$ cat config.mk
export PLATFORM = sky130hd
export DESIGN_NAME = stim_gen
export DESIGN_NICKNAME = d
export VERILOG_FILES = /design/src/rtl/stim_pkg.sv /design/src/rtl/stim_gen_wrap_counter.sv /design/src/rtl/stim_gen.sv
export SDC_FILE = /design/constraint.sdc
export NUM_CORES = 1
export LEC_CHECK = 0
export CAP_MARGIN = 20
export CORE_ASPECT_RATIO = 1.25
export CORE_UTILIZATION = 51
export DETAILED_ROUTE_END_ITERATION = 10
export GPL_ROUTABILITY_DRIVEN = 0
export PLACE_DENSITY = 0.77
export SLEW_MARGIN = 0
export SYNTH_ARGS = -nofsm -noshare
export SYNTH_HDL_FRONTEND = slang
export SYNTH_SLANG_ARGS = --single-unit
$ cat constraint.sdc
create_clock -name clk -period 1.75 [get_ports clk]
set_clock_uncertainty 0.05 [all_clocks]
set_input_delay 0.35 -clock clk [delete_from_list [all_inputs] [get_ports clk]]
set_output_delay 0.35 -clock clk [all_outputs]
set_load 0.05 [all_outputs]
$ cat src/rtl/stim_pkg.sv
// stim_pkg
//   Shared definitions for the stimulus generator: the sweep FSM state
//   encoding and the default operand width / inputB hold length.
package stim_pkg;

    typedef enum logic [1:0] {
        IDLE = 2'd0,
        RUN  = 2'd1,
        DONE = 2'd2
    } state_t;

    localparam int DEF_WIDTH  = 4;
    localparam int DEF_HOLD   = 1;
    // HOLD may be as large as 255, so the hold counter is always 8 bits.
    localparam int HOLD_CNT_W = 8;

endpackage

$ cat src/rtl/stim_gen_wrap_counter.sv
// wrap_counter
//   Modulo counter that counts 0..MAX and wraps back to 0. Several
//   instances chain into a multi-digit counter by feeding one stage's
//   wrap into the next stage's en.
// Ports:
//   clk   in   clock, rising edge
//   rst   in   synchronous active-high reset, clears count
//   clr   in   synchronous clear, clears count (overrides en)
//   en    in   advance count by one (modulo MAX+1)
//   count out  current registered count
//   wrap  out  en && count==MAX: this edge takes count back to 0
module wrap_counter #(
    parameter int           W   = 4,
    parameter logic [W-1:0] MAX = '1
) (
    input  logic         clk,
    input  logic         rst,
    input  logic         clr,
    input  logic         en,
    output logic [W-1:0] count,
    output logic         wrap
);

    logic [W-1:0] count_q;
    logic [W-1:0] count_d;
    logic         at_max;

    assign at_max = (count_q == MAX);
    assign wrap   = en && at_max;
    assign count  = count_q;

    always_comb begin
        count_d = count_q;
        if (clr) begin
            count_d = '0;
        end else if (en) begin
            count_d = at_max ? '0 : count_q + 1'b1;
        end
    end

    always_ff @(posedge clk) begin
        if (rst) begin
            count_q <= '0;
        end else begin
            count_q <= count_d;
        end
    end

endmodule

$ cat src/rtl/stim_gen.sv
// stim_gen
//   Exhaustive operand-pair sweep generator. After start, presents every
//   (inputA, inputB) pair in order, inputB fastest, each inputB value held
//   for HOLD consumed cycles; then raises done until the next start.
// Ports:
//   clk     in   clock, rising edge
//   rst     in   synchronous active-high reset to IDLE, operands to 0
//   start   in   begin a sweep from IDLE or DONE (ignored in RUN)
//   stall   in   downstream not ready; freezes the sweep in RUN
//   inputA  out  slow operand, registered
//   inputB  out  fast operand, registered
//   valid   out  current pair is presented and consumed this cycle
//   done    out  sweep complete, high while in DONE
module stim_gen
    import stim_pkg::*;
#(
    parameter int WIDTH = DEF_WIDTH,
    parameter int HOLD  = DEF_HOLD
) (
    input  logic             clk,
    input  logic             rst,
    input  logic             start,
    input  logic             stall,
    output logic [WIDTH-1:0] inputA,
    output logic [WIDTH-1:0] inputB,
    output logic             valid,
    output logic             done
);

    localparam logic [HOLD_CNT_W-1:0] HOLD_MAX = HOLD_CNT_W'(HOLD - 1);

    state_t state_q;
    state_t state_d;

    logic [HOLD_CNT_W-1:0] hold_cnt;
    logic                  hold_wrap;
    logic                  b_wrap;
    logic                  a_wrap;
    logic                  cnt_clr;
    logic                  terminal;

    assign valid = (state_q == RUN) && !stall;
    assign done  = (state_q == DONE);

    // Outside RUN the operands are pinned at 0 so every sweep starts at 0,0.
    assign cnt_clr = (state_q != RUN);

    // The hold check is implied by a_wrap through the enable chain; it is
    // spelled out so the terminal condition reads as all-counters-at-max.
    assign terminal = a_wrap && (hold_cnt == HOLD_MAX);

    wrap_counter #(.W(HOLD_CNT_W), .MAX(HOLD_MAX)) u_hold_cnt (
        .clk   (clk),
        .rst   (rst),
        .clr   (cnt_clr),
        .en    (valid),
        .count (hold_cnt),
        .wrap  (hold_wrap)
    );

    wrap_counter #(.W(WIDTH), .MAX({WIDTH{1'b1}})) u_input_b (
        .clk   (clk),
        .rst   (rst),
        .clr   (cnt_clr),
        .en    (hold_wrap),
        .count (inputB),
        .wrap  (b_wrap)
    );

    wrap_counter #(.W(WIDTH), .MAX({WIDTH{1'b1}})) u_input_a (
        .clk   (clk),
        .rst   (rst),
        .clr   (cnt_clr),
        .en    (b_wrap),
        .count (inputA),
        .wrap  (a_wrap)
    );

    always_comb begin
        state_d = state_q;
        case (state_q)
            IDLE: if (start) state_d = RUN;
            RUN:  if (terminal) state_d = DONE;
            DONE: if (start) state_d = RUN;
            default: state_d = IDLE;
        endcase
    end

    always_ff @(posedge clk) begin
        if (rst) begin
            state_q <= IDLE;
        end else begin
            state_q <= state_d;
        end
    end

endmodule

==> summary.md, run 1 <==
| Metric | Value |
|---|---|
| Status | finished clean |
| Count of pins over their slew limit | 0 |
| Hold/Removal Path Class | in2reg |
| Slew @ Worst Pin | 0.383 ns |
| Synth async-reset ratio | 0% |
| Largest net degree at the start of global routing | 10 |
| Hold Path End | u_hold_cnt.count[1] |
| Fillcell total | 126 |
| Min-delay src | stall |
| First-pass GRT wire length | 2660 um |
| Hold Vio Cnt, Final | 0 |
| Met2 WL post-DR | 994 um |
| WS Path Type | reg2reg |
| CTS sink cnt | 18 |
| Critical Path AT | 1.80 ns |
| CTS root buf | clkbuf_4 |
| Clk_lat worst skew | 0.29 ns |
| Netlist Area Pre-Place | 872 um^2 |
| Crit path cell chain | inv_1, ha_2, nor4b_4, nand4_4, buf_4, buf_4, mux2i_1, nor2_1 |
| Setup Viol. Count Final | 0 |
| Die H | 48.2 um |
| Antenna viol nets, final | 0 |
| N_diodes | 0 |
| Total chip power | 0.000712 W |
| Mapped Cells | 92 |
| Dpl ws | -0.135 ns |
| Leak | 0.492 nW |
| Ys flop type | dfxtp_1 |
| Average size of a mapped cell | 9.48 um^2 |
| Antenna violations before repair | 0 |
| Critical R2R Capture | u_input_a.count[1] |
| Max_slew headroom | 74.3% |
| Worst-path clk slew | 0.10 ns |
| Design Area, Final | 1150 um^2 |
| Main area contributors after synthesis | dfxtp_1 41%, xor2_1 9.0%, ha_1 5.7% |
| GRT overflow | 0 |
| Reg2reg path depth | 8 |
| FP Rows | 16 |
| Seq/Total Area, Yosys | 41.3% |
| HPWL Detailed | 1280 um |
| Peak supply drop | 0.448 mV |
| Layout cells sized above 1 | 29.4% |
| Core area | 1580 um^2 |
| Initial DRC count | 13 |
| Element type at the critical path end | flip-flop |
| Wire length per cell | 13.3 um |
| Fmax | 599 MHz |
| Worst R2R Setup Slack | 0.08 ns |
| RSZ-0062 raised after global routing | yes |
| Routed length on met1 | 787 um |
| Total Negative Setup Slacks | 0 ns |
| Crit Path Max Fanout | 6 |
| Top-area cell type share of the netlist area | 41.3% |
| CP dominant cell by count | buf_4 |
| Power Density | 620 nW/um^2 |
| I/O Buffers | 13 |
| Routed via count | 745 |
| Clock buffer count from CTS | 3 |
| Final worst slack | 0.0796 ns |
| Synth Register Bits | 18 |
| Syn Nets | 100 |
| Synth cell types | 27 |
| Max layer used | met4 |
| Hold_buf cts | 0 |
| Buf/Inv on CP | 3 |
| Critical Path Max Stage Delay | 0.34 ns |
| Post-synth EDFFs | 0 |
| Crit path launch type | flip-flop |
| Post-route minimum period | 1.67 ns |
| Total Wirelength | 1820 um |
| Top cell family by delay on the critical path | simple AND/OR/NAND/NOR gates |
| Via density per instance | 5.44 |
| H-tree levels | 1 |
| Hold Path Cell Cnt | 2 |
| Crit-path slowest cell | dfxtp_2 |
| Max cap viols | 0 |
| Area Overhead vs Synth | 31.7% |
| Reg2Reg Launch Point | u_hold_cnt.count[1] |
| Largest area contributor in the netlist | dfxtp_1 |
| Clock Path Buffers | 2 |
| GRT Resource Usage Total | 20.8% |
| Initial Util | 55.1% |
| Vias in the first global route | 645 |
| Final #Nets | 129 |
| Most common cell in the netlist | dfxtp_1 |
| WP data required | 1.88 ns |
| Finished Core Util | 72.6% |
| Final Cycle Share | 95.5% |
| Post-route DRC | 0 |
| Routed met3 length | 33 um |
| Drt first pass iters | 3 |
| Die area | 1880 um^2 |
| Dpl cell area | 1080 um^2 |
| TritonCTS clock tree | yes |
| Synth cell count leaders | 18 x dfxtp_1, 13 x nor2_1, 9 x xor2_1 |
| Synth Warn # | 0 |
| Ports | 14 |
| Die Span X | 39.0 um |
-- worst register-to-register path, delay by kind of cell, from the launching register on --
family                   cells  cell delay (ns)
multiplexers                 1             0.14
buffers and inverters        3             0.37
adder cells (fa/ha/maj)      1             0.17
AND/OR/NAND/NOR              3             0.50
flip-flops                   1             0.34
-- area by class of cell --
type	instances	area, um^2	area share [%]
Inverter	5	18.8	1.63
Sequential cell	18	364	31.7
Clock buffer	3	22.5	1.96
Timing Repair Buffer	26	234	20.4
Multi-Input combinational cell	67	487	42.4
Tap cell	18	22.5	1.96
-- layout by cell type, fill, tap and decap left out --
cell type        netlist  routed
buf_4                  0      20
dfxtp_1               18      15
nor2_1                13      13
xor2_1                 9       9
nand4_1                6       6
inv_1                  5       5
and3_1                 5       5
nand2_1                5       5
a21oi_1                4       4
o21ai_0                3       3
ha_1                   4       3
clkbuf_4               0       3
dfxtp_2                0       3
nand3_1                2       2
mux2i_1                2       2
or3b_1                 2       2
clkdlybuf4s50_1        0       2
buf_12                 0       2
nor2b_1                1       1
nor3b_4                1       1
or3b_2                 1       1
nor3_2                 1       1
nor4b_4                1       1
nor3b_1                1       1
nand4_4                1       1
or3_1                  1       1
o31ai_1                1       1
a2bb2oi_1              1       1
a221oi_1               1       1
xnor2_1                1       1
ha_2                   0       1
dlymetal6s2s_1         0       1
buf_6                  0       1
-- state kept, by name (all words and copies together), names as in the netlist --
| register | count |
|---|---|
| state_q | 2 |
| u_hold_cnt.count | 8 |
| u_input_a.count | 4 |
| u_input_b.count | 4 |
-- logic make-up after synthesis --
kind of cell / Yosys count / share of synthesized area, %
buf+inv: 7 / 3.16
simple gates: 41 / 30.6
compound gates: 10 / 6.89
mux: 2 / 2.30
fa+ha+maj: 4 / 5.74
flops: 18 / 41.3
xor+xnor: 10 / 10.0
-- where the power goes --
part	leakage (nW)	switching, W	internal (W)
Sequential	0.147	0.00000496	0.000415
Combinational	0.332	0.0000449	0.0000469
Clock	0.0138	0.000120	0.0000800
Total	0.492	0.000170	0.000542
-- timing repair --
action	in CTS	in global routing
setup endpoints to repair	1	5
buffers inserted	2	3
pin swaps	1	4
resized for setup	1	3
-- how the worst max path moves through the flow --
stage / from / endpoint / cells past startpoint
2_1_floorplan: u_input_b.count[2] / u_input_a.count[0] / 4
3_3_place_gp: stall / u_input_a.count[3] / 5
3_5_place_dp: stall / u_input_a.count[3] / 5
4_1_cts: u_hold_cnt.count[1] / u_input_a.count[3] / 6
5_1_grt: u_hold_cnt.count[1] / u_input_a.count[1] / 8
6_report: u_hold_cnt.count[1] / u_input_a.count[1] / 8
-- stage by stage --
step / hold WS (ns) / instances
3_3_place_gp: 0.439 / 129
6_report: 0.297 / 137
2_1_floorplan: 0.372 / 92
3_5_place_dp: 0.456 / 129
4_1_cts: 0.470 / 134
5_1_grt: 0.293 / 137
-- layer usage --
layer  track usage, %  vias to the layer above
met5                0                        -
met4             8.28                        0
met3             5.48                        2
met2             37.7                        8
met1             23.1                      361
li1                 -                      374
Power figures use the tool's default switching activity.
==> run 2, diff against run 1 <==
--- a/config.mk
+++ b/config.mk
@@ -6,12 +6,13 @@
 export NUM_CORES = 1
 export LEC_CHECK = 0
 export CAP_MARGIN = 20
-export CORE_ASPECT_RATIO = 1.25
+export CORE_ASPECT_RATIO = 1.2
 export CORE_UTILIZATION = 51
 export DETAILED_ROUTE_END_ITERATION = 10
 export GPL_ROUTABILITY_DRIVEN = 0
+export GPL_TIMING_DRIVEN = 0
 export PLACE_DENSITY = 0.77
-export SLEW_MARGIN = 0
+export SLEW_MARGIN = 10
 export SYNTH_ARGS = -nofsm -noshare
 export SYNTH_HDL_FRONTEND = slang
 export SYNTH_SLANG_ARGS = --single-unit
==> summary.md, run 2 (same netlist as run 1, synthesis figures left out) <==
| Metric | Value |
|---|---|
| Critical Path AT | 1.87 ns |
| Max_slew headroom | 67.4% |
| GRT Resource Usage Total | 21.3% |
| Crit-path slowest cell | or3b_1 |
| Max cap viols | 0 |
| Post-route DRC | 0 |
| CTS sink cnt | 18 |
| Via density per instance | 5.52 |
| Crit Path Max Fanout | 8 |
| Crit path cell chain | inv_1, ha_4, nor4b_4, nand4_4, or3b_1, a21oi_1 |
| Dpl cell area | 1030 um^2 |
| Final Cycle Share | 96.5% |
| First-pass GRT wire length | 2650 um |
| Count of pins over their slew limit | 0 |
| Element type at the critical path end | flip-flop |
| Drt first pass iters | 4 |
| Clock buffer count from CTS | 3 |
| Hold Path Cell Cnt | 2 |
| Hold Vio Cnt, Final | 0 |
| Worst-path clk slew | 0.11 ns |
| Total Negative Setup Slacks | 0 ns |
| Min-delay src | stall |
| GRT overflow | 0 |
| I/O Buffers | 13 |
| N_diodes | 0 |
| Antenna violations before repair | 0 |
| Wire length per cell | 13.4 um |
| Clk_lat worst skew | 0.30 ns |
| Total Wirelength | 1800 um |
| Most frequent cells in the layout | 14 x dfxtp_1, 13 x nor2_1, 9 x xor2_1, 9 x dlygate4sd2_1, 8 x buf_4 |
| Crit path launch type | flip-flop |
| Reg2reg path depth | 6 |
| HPWL Detailed | 1220 um |
| Fmax | 592 MHz |
| Reg2Reg Launch Point | u_hold_cnt.count[0] |
| Ports | 14 |
| Leak | 0.496 nW |
| Dpl ws | -0.905 ns |
| Core area | 1620 um^2 |
| Die Span X | 39.8 um |
| Hold_buf cts | 0 |
| Slew @ Worst Pin | 0.488 ns |
| Final #Nets | 126 |
| Max reg flops | 8 |
| Initial Util | 53.8% |
| WS Path Type | reg2reg |
| TritonCTS clock tree | yes |
| Critical Path Max Stage Delay | 0.41 ns |
| Area Overhead vs Synth | 30.3% |
| Post-route minimum period | 1.69 ns |
| Clock Path Buffers | 2 |
| Fillcell total | 143 |
| Status | finished clean |
| CTS root buf | clkbuf_4 |
| Final worst slack | 0.0605 ns |
| Design Area, Final | 1140 um^2 |
| Layout cells sized above 1 | 23.1% |
| Die H | 47.3 um |
| Routed via count | 745 |
| H-tree levels | 1 |
| Hold/Removal Path Class | in2reg |
| WP data required | 1.93 ns |
| Peak supply drop | 0.470 mV |
| Die area | 1880 um^2 |
| Vias in the first global route | 640 |
| Critical R2R Capture | u_input_a.count[0] |
| Initial DRC count | 7 |
| Hold Path End | u_hold_cnt.count[1] |
| Worst R2R Setup Slack | 0.06 ns |
| Power Density | 676 nW/um^2 |
| FP Rows | 16 |
| Setup Viol. Count Final | 0 |
| Leading cell type in the layout, fill and taps excluded | dfxtp_1 |
| Antenna viol nets, final | 0 |
| Largest net degree at the start of global routing | 11 |
-- run 2: final cells by class --
type	instances	area, um^2	share of cell area (%)
plain buffers	2	15.0	1.32
clock buffers	4	36.3	3.19
inverters	5	18.8	1.65
multi-input cells	67	499	43.9
flip-flops and latches	18	365	32.2
well taps	18	22.5	1.98
repair buffers	21	179	15.7
-- run 2: how the worst max path moves through the flow --
| stage | slack (ns) | from | endpoint |
|---|---|---|---|
| 6_report | 0.06 | u_hold_cnt.count[0] | u_input_a.count[0] |
| 5_1_grt | -0.01 | u_hold_cnt.count[0] | u_input_a.count[0] |
| 4_1_cts | 0.01 | state_q[1] | done |
| 3_5_place_dp | -0.90 | stall | valid |
| 3_3_place_gp | -0.88 | stall | valid |
| 2_1_floorplan | 0.06 | u_input_b.count[2] | u_input_a.count[0] |
-- run 2: report_power, final --
group | total [W] | internal, W | switching (W)
logic | 0.0000837 | 0.0000392 | 0.0000444
registers | 0.000420 | 0.000415 | 0.00000495
clock network | 0.000264 | 0.000127 | 0.000137
-- run 2: worst max-delay path, delay by kind of cell (launching register included) --
kind | cells | cell delay, ns
AOI/OAI and AO/OA | 1 | 0.15
buffers and inverters | 1 | 0.08
adders and majority gates | 1 | 0.13
DFF | 1 | 0.34
and+or+nand+nor | 3 | 0.88
-- run 2: metal layers --
metal / routed length (um) / vias up / global-route usage (%) / part of all wire (%)
met5: 0 / - / 0 / 0
met4: 44 / 0 / 12.4 / 2.4
met3: 72 / 5 / 4.27 / 4.0
met2: 958 / 17 / 38.4 / 53
met1: 728 / 350 / 22.4 / 40
li1: - / 373 / - / -
-- run 2: what timing repair did --
item | CTS | global route
endpoints found under the setup margin | 12 | 13
setup buffers | 2 | 6
gates resized for setup | 22 | 8
endpoints found under the hold margin | 0 | 0
pin swaps | 1 | 4
-- run 2: metrics by stage --
stage          std cells  hold WS (ns)  utilization, %  total power [W]
3_5_place_dp         123         0.450            63.3         0.000497
5_1_grt              135         0.409            70.1         0.000794
2_1_floorplan         92         0.372               -         0.000474
6_report             135         0.404            70.1         0.000768
4_1_cts              129         0.406            66.6         0.000770
3_3_place_gp         123         0.436            63.3         0.000496
